==> src/rtl/out2in_pkg.sv <==
// Shared helpers for the multi-channel out-to-in merge FIFO.
package out2in_pkg;

  // Width of the channel tag: one bit minimum, so NCHAN=1 still has a tag field.
  function automatic int tagWidth(input int nchan);
    return (nchan <= 1) ? 1 : $clog2(nchan);
  endfunction

endpackage

==> src/rtl/out2in_rr_arbiter.sv <==
// Round-robin arbiter: picks the first eligible channel at or after rr_ptr_i.
module out2in_rr_arbiter
  import out2in_pkg::*;
#(
  parameter  int NCHAN = 4,
  localparam int CHW   = tagWidth(NCHAN)
) (
  input  logic [NCHAN-1:0] eligible_i,
  input  logic [CHW-1:0]   rr_ptr_i,
  input  logic             enable_i,
  output logic [NCHAN-1:0] grant_o,
  output logic [CHW-1:0]   grant_idx_o,
  output logic             grant_valid_o
);

  logic [CHW:0]   cand;
  logic [CHW-1:0] candIdx;
  logic           found;

  // Scan rr_ptr, rr_ptr+1, ... modulo NCHAN and take the first eligible one.
  always_comb begin
    grant_o       = '0;
    grant_idx_o   = '0;
    grant_valid_o = 1'b0;
    found         = 1'b0;
    cand          = '0;
    candIdx       = '0;
    for (int k = 0; k < NCHAN; k++) begin
      cand = {1'b0, rr_ptr_i} + (CHW+1)'(k);
      if (cand >= (CHW+1)'(NCHAN)) begin
        cand = cand - (CHW+1)'(NCHAN);
      end
      candIdx = cand[CHW-1:0];
      if (!found && eligible_i[candIdx]) begin
        found       = 1'b1;
        grant_idx_o = candIdx;
      end
    end
    grant_valid_o = found && enable_i;
    if (grant_valid_o) begin
      grant_o[grant_idx_o] = 1'b1;
    end
  end

endmodule

==> src/rtl/out2in_arb_fifo.sv <==
// Merges NCHAN first/deq sources into one enq sink through a tagged DEPTH-entry FIFO.
module out2in_arb_fifo
  import out2in_pkg::*;
#(
  parameter  int WIDTH = 32,
  parameter  int NCHAN = 4,
  parameter  int DEPTH = 4,
  localparam int CHW   = tagWidth(NCHAN),
  localparam int CNTW  = $clog2(DEPTH + 1)
) (
  input  logic                   CLK,
  input  logic                   nRST,
  input  logic [NCHAN*WIDTH-1:0] in_first,
  input  logic [NCHAN-1:0]       in_first__RDY,
  input  logic [NCHAN-1:0]       in_deq__RDY,
  output logic [NCHAN-1:0]       in_deq__ENA,
  output logic [WIDTH-1:0]       out_enq_v,
  output logic [CHW-1:0]         out_enq_tag,
  input  logic                   out_enq__RDY,
  output logic                   out_enq__ENA,
  output logic [CNTW-1:0]        occupancy
);

  localparam int AW = $clog2(DEPTH);

  typedef struct packed {
    logic [CHW-1:0]   tag;
    logic [WIDTH-1:0] data;
  } entry_t;

  entry_t           mem_q [DEPTH];
  logic [AW-1:0]    wr_ptr_q, wr_ptr_d;
  logic [AW-1:0]    rd_ptr_q, rd_ptr_d;
  logic [CNTW-1:0]  count_q, count_d;
  logic [CHW-1:0]   rr_ptr_q, rr_ptr_d;

  logic [NCHAN-1:0] eligible;
  logic [NCHAN-1:0] grant;
  logic [CHW-1:0]   grant_idx;
  logic             push_allowed;
  logic             push;
  logic             pop;

  assign eligible     = in_first__RDY & in_deq__RDY;
  // Full is judged on the registered count alone, so a same-cycle pop never frees a slot early.
  assign push_allowed = (count_q < CNTW'(DEPTH)) && !nRST;
  assign pop          = (count_q != '0) && out_enq__RDY && !nRST;

  out2in_rr_arbiter #(.NCHAN(NCHAN)) u_arb (
    .eligible_i    (eligible),
    .rr_ptr_i      (rr_ptr_q),
    .enable_i      (push_allowed),
    .grant_o       (grant),
    .grant_idx_o   (grant_idx),
    .grant_valid_o (push)
  );

  assign in_deq__ENA  = grant;
  assign out_enq__ENA = pop;
  assign out_enq_v    = mem_q[rd_ptr_q].data;
  assign out_enq_tag  = mem_q[rd_ptr_q].tag;
  assign occupancy    = count_q;

  // Next-state for pointers, count and the round-robin start position.
  always_comb begin
    wr_ptr_d = wr_ptr_q;
    rd_ptr_d = rd_ptr_q;
    count_d  = count_q;
    rr_ptr_d = rr_ptr_q;
    if (push) begin
      wr_ptr_d = wr_ptr_q + 1'b1;
      rr_ptr_d = (grant_idx == CHW'(NCHAN - 1)) ? '0 : grant_idx + 1'b1;
    end
    if (pop) begin
      rd_ptr_d = rd_ptr_q + 1'b1;
    end
    case ({push, pop})
      2'b10:   count_d = count_q + 1'b1;
      2'b01:   count_d = count_q - 1'b1;
      default: count_d = count_q;
    endcase
  end

  // Control state with asynchronous reset; reset discards all buffered words.
  always_ff @(posedge CLK or posedge nRST) begin
    if (nRST) begin
      wr_ptr_q <= '0;
      rd_ptr_q <= '0;
      count_q  <= '0;
      rr_ptr_q <= '0;
    end else begin
      wr_ptr_q <= wr_ptr_d;
      rd_ptr_q <= rd_ptr_d;
      count_q  <= count_d;
      rr_ptr_q <= rr_ptr_d;
    end
  end

  // Storage is never reset; the granted channel's head is written with its tag.
  always_ff @(posedge CLK) begin
    if (push) begin
      mem_q[wr_ptr_q] <= '{tag: grant_idx, data: in_first[int'(grant_idx)*WIDTH +: WIDTH]};
    end
  end

endmodule

==> config.mk <==
export PLATFORM = sky130hd
export DESIGN_NAME = out2in_arb_fifo
export DESIGN_NICKNAME = d
export VERILOG_FILES = /design/src/rtl/out2in_pkg.sv /design/src/rtl/out2in_rr_arbiter.sv /design/src/rtl/out2in_arb_fifo.sv
export SDC_FILE = /design/constraint.sdc
export NUM_CORES = 1
export LEC_CHECK = 0
export ABC_AREA = 0
export ABC_CLOCK_PERIOD_IN_PS = 6400
export CELL_PAD_IN_SITES_DETAIL_PLACEMENT = 1
export CELL_PAD_IN_SITES_GLOBAL_PLACEMENT = 1
export CORE_UTILIZATION = 43
export CTS_CLUSTER_DIAMETER = 30
export DETAILED_ROUTE_END_ITERATION = 6
export HOLD_SLACK_MARGIN = 0.1
export PLACE_DENSITY = 0.95
export SYNTH_ARGS = -nofsm -noshare
export SYNTH_HDL_FRONTEND = slang
export SYNTH_SLANG_ARGS = --single-unit
==> constraint.sdc <==
create_clock -name CLK -period 6.4 [get_ports CLK]
set_clock_uncertainty 0.15 [all_clocks]
set_input_delay 0.64 -clock CLK [delete_from_list [all_inputs] [get_ports CLK]]
set_output_delay 0.64 -clock CLK [all_outputs]
set_load 0.05 [all_outputs]
==> flow_summary_export.csv, run 1 <==
group,metric,value,unit
run_status,status,"complete, no violations",
finish,area_delta_synth_final,38.62,%
finish,fin_nets,749,
setup_path,crit_slowest_cell,"and2_2",
power,p_int,2729,µW
power,p_leak,0.003068,µW
clocking,postCtsHoldBufs,0,
global_routing,grt_overflow,0,
synthesis,netlist_area,6819,µm²
place,dp.cells,792,
global_routing,grt.total_usage,0.2607,
synthesis,synth_ff_type,"edfxtp_1",
drt,vias,5004,
timing,fin_tns_setup,0,ps
setup_path,path_buf_inv,2,
synthesis,synth.distinct_cells,36,
timing,min_period_over_period,0.7992,
timing,relSlewSlack,0.2477,
global_routing,met3_usage,0.05634,
timing,slew_violations,0,
global_routing,grt-busiest-layer,"met2",
die,initial_core_util,0.4453,
clocking,cts_sinks,145,
synthesis,yosys.area.top_type,"edfxtp_1",
global_routing,gr-usage-met1,0.3021,
setup_path,crit_type,"in -> out",
power,sw_frac_of_total,0.3716,
setup_path,cp-start-kind,"primary input",
synthesis,synth-edff-count,136,
synthesis,synth_area_per_cell,15.50,µm²
place,io_buffers,180,
finish,fin_cells,824,
clocking,clk_pin_slew,60,ps
worst_hold_path,holdCritPathClass,"reg -> reg",
finish,drive_gt1_frac,0.1468,
drt,first_pass_iters,4,
synthesis,yosysWarningCount,0,
power,power_frac_clock,0.270,
synthesis,synth_cells,440,
global_routing,grt_start_max_net_pins,66,
finish,n_antenna_cell,0,
clocking,cts_buffers,17,
die,core-area,15310,µm²
drt,viasPerCell,6.073,
power,vdd_drop_max,0.0003673,V
timing,max_freq,195.5,MHz
setup_path,critPathCaptureType,"primary output",
synthesis,ys_ff_latch,145,
drt,drt-total-wl,20490,µm
clocking,clock_tree.root_cell,"clkbuf_16",
drt,routedWlPerCell,24.86,µm
global_routing,grt_pass1_vias,5571,
finish,multi_input_area,2303,µm²
setup_path,critPathTopFamily,"buffers and inverters",
setup_path,max_stage_delay,920,ps
drt,ant_nets,0,
finish,num-fill-cells,1425,
die,row_count,45,
synthesis,synth-seq-area-share,0.6319,
power,p_comb_frac,0.414,
setup_path,worstPathCellList,"clkdlybuf4s50_1 > nand2_1 > o21bai_4 > and2_2 > ha_1 > and2_1 > clkdlybuf4s50_1",
die,dieArea,16370,µm²
place,place_hpwl,13020,µm
timing,period_needed,5115,ps
setup_path,crit_arrival,4320,ps
synthesis,synth_async_sr_flop_share,0.06207,
clocking,ctsResizeCount,0,
timing,rsz0062_at_grt,"false",
clocking,insertion_delay,420,ps
clocking,tritoncts,"yes",
global_routing,grt_pass1_wl,30970,µm
global_routing,met2_usage,0.4546,
timing,finalSetupViolCount,0,
clocking,postCtsSetupBuffers,0,
clocking,htree_levels,4,
setup_path,worstPathMaxFanout,39,
drt,drt_iter0_drc,260,
synthesis,syn_nets,589,
finish,register_area,4312,µm²
global_routing,antenna_found_initial,0,
synthesis,ys_top_cells_by_area,"edfxtp_1 60%, mux4_2 11%, a32oi_1 8.2%",
run,maxCapViolCount,0,
synthesis,synth_top_area_share,0.5989,
clocking,clock_path_buffers,2,
die,chipWidth,127.9,µm
setup_path,cp_common_cell,"clkdlybuf4s50_1",
power,p_seq_frac,0.316,
power,switchingPower,1614,µW
timing,hold_viol_final,0,
drt,drc_errors,0,
die,io_pins,181,
place,place.gp.congestion,0.7399,
power,p_per_area,459.4,nW/µm²
setup_path,required,5610,ps
die,die_h,127.9,µm
timing,tightest_slew,1128,ps
synthesized netlist by cell type, drive strengths merged, types with 2 or more instances:
cell and number:
dfrtp 9, clkbuf 20, o21ai 64, edfxtp 136
xnor2 4, a32oi 64, mux2 3, o311a 2
ha 9, nor2 3, buf 25, xor2 2
and2 10, mux4 34, and3b 2, nand2 3
inv 6, nand3 32
power by group through the flow:
| stage | Sequential [µW] | Combinational, µW | Clock [µW] |
|---|---|---|---|
| final | 1370 | 1800 | 1170 |
| after global routing | 1390 | 1890 | 1210 |
| after CTS | 1380 | 1810 | 1180 |
| after detailed placement | 1390 | 1800 | 0 |
| after global placement | 1370 | 1720 | 0 |
| after floorplan | 1350 | 1230 | 0 |
layout make-up:
type                            instances  area share
Tap cell                              211     0.02793
Clock buffer                           22     0.05017
Sequential cell                       145      0.4561
Clock inverter                         10     0.02435
Multi-Input combinational cell        244      0.2437
Timing Repair Buffer                  186      0.1954
Inverter                                6    0.002383
through the flow:
stage	util	area (µm²)	total power (µW)	worst slack (ps)	hold WS [ps]
floorplan	-	6819	2577	3215	326.1
finish	0.6172	9453	4343	1285	446.3
CTS	0.6172	9453	4370	1300	439.3
global placement	0.5712	8748	3087	1513	390.8
global route	0.6172	9453	4490	1161	471.1
detailed placement	0.5712	8748	3190	1323	417.2
sequential cells by signal, summed over array words and instances, names as in the netlist:
register	cells
mem_q	136
occupancy	3
rd_ptr_q	2
rr_ptr_q	2
wr_ptr_q	2
kinds of logic (layout without fill, tap and decap cells):
family,Yosys count,in the layout,synth area share
adder cells (fa/ha/maj),10,10,0.01945
AO/OA/AOI/OAI,136,136,0.1435
XOR/XNOR,6,6,0.007706
flip-flops,145,145,0.6319
multiplexers,37,37,0.1172
AND/OR/NAND/NOR,55,55,0.04642
buffers and inverters,51,224,0.03376
worst paths after layout:
check	endpoint	slack, ps	cells past startpoint	from
worst max-delay path	in_deq__ENA[1]	1290	7	in_first__RDY[3]
worst min-delay path	occupancy[2]$_DFFE_PP0P_	450	1	occupancy[2]$_DFFE_PP0P_
worst max register to register	mem_q[1][30]$_DFFE_PP_	3060	4	rr_ptr_q[1]$_DFFE_PP0P_
worst min register to register	occupancy[2]$_DFFE_PP0P_	450	1	occupancy[2]$_DFFE_PP0P_
max in group asynchronous	rd_ptr_q[1]$_DFFE_PP0N_	5310	2	nRST
min in group asynchronous	wr_ptr_q[0]$_DFFE_PP0P_	470	2	nRST
placed cells by master (no fill, tap or decap), types with 3 or more instances in the layout:
cell and n:
and2_1 5, inv_1 4, dfrtp_1 7, buf_4 6, mux4_2 34, and2_2 5
bufinv_16 7, ha_1 9, o21ai_1 3, xnor2_1 4, clkdlybuf4s50_1 180, mux2_2 3
o21ai_0 61, a32oi_1 64, nand3_1 32, edfxtp_1 136, clkbuf_8 3, nand2_1 3
clkbuf_16 17
layer usage:
metal / vias to the layer above / part of all wire
met5: - / 0
met4: 0 / 0.036
met3: 45 / 0.055
met2: 225 / 0.52
li1: 2173 / -
met1: 2561 / 0.39
No activity file was read; power rests on OpenSTA's default activity.
==> run 2, diff against run 1 <==
--- a/config.mk
+++ b/config.mk
@@ -6,14 +6,14 @@
 export NUM_CORES = 1
 export LEC_CHECK = 0
 export ABC_AREA = 0
-export ABC_CLOCK_PERIOD_IN_PS = 6400
+export ABC_CLOCK_PERIOD_IN_PS = 5000
 export CELL_PAD_IN_SITES_DETAIL_PLACEMENT = 1
 export CELL_PAD_IN_SITES_GLOBAL_PLACEMENT = 1
-export CORE_UTILIZATION = 43
+export CORE_UTILIZATION = 40
 export CTS_CLUSTER_DIAMETER = 30
 export DETAILED_ROUTE_END_ITERATION = 6
 export HOLD_SLACK_MARGIN = 0.1
-export PLACE_DENSITY = 0.95
+export PLACE_DENSITY = 0.91
 export SYNTH_ARGS = -nofsm -noshare
 export SYNTH_HDL_FRONTEND = slang
 export SYNTH_SLANG_ARGS = --single-unit
==> constraint.sdc (replaced) <==
create_clock -name CLK -period 5 [get_ports CLK]
set_clock_uncertainty 0.15 [all_clocks]
set_input_delay 0.5 -clock CLK [delete_from_list [all_inputs] [get_ports CLK]]
set_output_delay 0.5 -clock CLK [all_outputs]
set_load 0.05 [all_outputs]
==> run 2 against run 1 <==
First-iteration DRC count rose by 13%. Register-to-register slack worse by 1100 ps. Critical path depth rose by 2. Via count shrank 1.8%. Combinational power is 25% higher. Non-clock buffer count up 3. Design area is 0.98% lower. Routed wire length shrank 3.3%. Worst setup slack worse by 110 ps. Critical path type unchanged. Largest cell class unchanged. Largest power group unchanged.
==> flow_summary_export.csv, run 2 (synthesis results as in run 1) <==
group,metric,value,unit
finish,fin_nets,752,
drt,vias,4913,
finish,drive_gt1_frac,0.1558,
setup_path,critPathTopFamily,"buffers and inverters",
setup_path,cp-start-kind,"primary input",
place,dp_slack,1189,ps
timing,holdWs,283.5,ps
setup_path,r2r_setup_slack,2000,ps
setup_path,required,4350,ps
setup_path,worstPathMaxFanout,33,
power,p_comb_frac,0.425,
timing,slew_violations,0,
die,io_pins,181,
drt,first_pass_iters,4,
timing,min_period_over_period,0.7651,
global_routing,grt_pass1_wl,30480,µm
power,sw_frac_of_total,0.3877,
timing,tightest_slew,1165,ps
power,p_seq_frac,0.341,
drt,ant_nets,0,
setup_path,worstPathCellList,"clkdlybuf4s50_1 > nand2_1 > o21bai_4 > buf_4 > and2_2 > buf_4 > ha_1 > and2_1 > buf_4",
die,die_h,132.6,µm
drt,drt-total-wl,19800,µm
drt,viasPerCell,5.877,
finish,top_register,"mem_q",
power,p_int,3233,µW
timing,finalSetupViolCount,0,
setup_path,crit_arrival,3180,ps
setup_path,crit_type,"in -> out",
setup_path,rr_startpoint,"rr_ptr_q[1]$_DFFE_PP0P_",
finish,final_common_cell,"clkdlybuf4s50_1",
power,power_frac_clock,0.234,
global_routing,grt_start_max_net_pins,65,
clocking,ctsResizeCount,0,
timing,period_needed,3825,ps
setup_path,path_buf_inv,4,
drt,routedWlPerCell,23.69,µm
power,p_leak,0.003051,µW
finish,largest_reg_flops,136,
place,place_hpwl,12950,µm
timing,rsz0062_at_grt,"false",
global_routing,grt_pass1_vias,5443,
die,dieArea,17570,µm²
finish,final_cell_mix,"176 x clkdlybuf4s50_1, 136 x edfxtp_1, 64 x a32oi_1",
clocking,postCtsHoldBufs,0,
finish,area_delta_synth_final,37.27,%
die,initial_core_util,0.4097,
die,core-area,16640,µm²
clocking,clock_path_buffers,2,
power,switchingPower,2047,µW
global_routing,grt.total_usage,0.2324,
setup_path,critPathCaptureType,"primary output",
clocking,insertion_delay,410,ps
clocking,clock_tree.root_cell,"clkbuf_16",
power,vdd_drop_max,0.0003611,V
timing,relSlewSlack,0.2213,
drt,drt_iter0_drc,295,
timing,hold_viol_final,0,
power,p_per_area,564.0,nW/µm²
die,row_count,47,
clocking,tritoncts,"yes",
global_routing,grt_overflow,0,
timing,max_freq,261.4,MHz
setup_path,cp_common_cell,"buf_4",
global_routing,antenna_found_initial,0,
die,chipWidth,132.6,µm
place,io_buffers,180,
setup_path,max_stage_delay,470,ps
place,place.gp.congestion,0.8244,
clocking,cts_buffers,17,
clocking,htree_levels,4,
setup_path,rr_worst_depth,5,
timing,fin_tns_setup,0,ps
drt,drc_errors,0,
worst_hold_path,holdCritPathClass,"in -> async",
run_status,status,"complete, no violations",
clocking,cts_sinks,145,
setup_path,crit_slowest_cell,"clkdlybuf4s50_1",
run,maxCapViolCount,0,
finish,n_antenna_cell,0,
setup_path,rr_endpoint,"mem_q[1][11]$_DFFE_PP_",
clocking,postCtsSetupBuffers,0,
timing,worst_slack,1175,ps
clocking,clk_pin_slew,60,ps
## run 2: cell count changes in the layout (fill, tap and decap cells not counted), sizes merged
| cell | previous run | this run |
|---|---|---|
| clkinvlp | 2 | 0 |
| clkdlybuf4s50 | 180 | 176 |
| clkinv | 1 | 2 |
| buf | 6 | 13 |
| bufinv | 7 | 0 |
| clkbuf | 22 | 26 |
| inv | 6 | 10 |
## run 2: metal layers
layer	vias up	track usage	part of all wire	wire (µm)
met5	-	0	0	0
met4	0	0.09004	0.018	350
met3	27	0.04253	0.067	1334
met2	201	0.3982	0.52	10220
met1	2514	0.2928	0.40	7899
li1	2171	-	-	-
## run 2: final cells by class
class / count / area (µm²)
multi-input combinational: 244 / 2303
inverter: 6 / 22.52
timing repair buffer: 189 / 1859
tap: 220 / 275.3
fill: 1564 / 7282
clock inverter: 6 / 35.03
sequential: 145 / 4312
clock buffer: 26 / 553.0
## run 2: worst max-delay path by stage
stage / end / cells past startpoint / start
after floorplan: in_deq__ENA[2] / 7 / in_first__RDY[1]
after global routing: in_deq__ENA[3] / 9 / in_deq__RDY[3]
after CTS: in_deq__ENA[3] / 9 / in_deq__RDY[1]
after global placement: in_deq__ENA[3] / 9 / in_first__RDY[3]
after detailed placement: in_deq__ENA[3] / 9 / in_deq__RDY[1]
final: in_deq__ENA[3] / 9 / in_deq__RDY[3]
## run 2: worst reg2reg max path: stages, from the launching register on
cell	delay, ps
dfrtp_1	450
and4bb_4	300
nor2_4	890
buf_4	410
nand3_1	120
a32oi_1	420
## run 2: per-stage QoR
stage | utilization | instances | total power (µW) | area [µm²]
finish | 0.5624 | 836 | 5279 | 9360
global route | 0.5624 | 836 | 5492 | 9360
CTS | 0.5624 | 836 | 5321 | 9360
detailed placement | 0.5271 | 804 | 4087 | 8772
global placement | 0.5271 | 804 | 3971 | 8772
floorplan | - | 440 | 3298 | 6819
## run 2: power groups by stage
stage	Combinational (µW)	Clock (µW)	Sequential (µW)
floorplan	1570	0	1720
global placement	2160	0	1810
detailed placement	2260	0	1830
CTS	2270	1250	1810
global route	2360	1300	1830
finish	2250	1230	1800
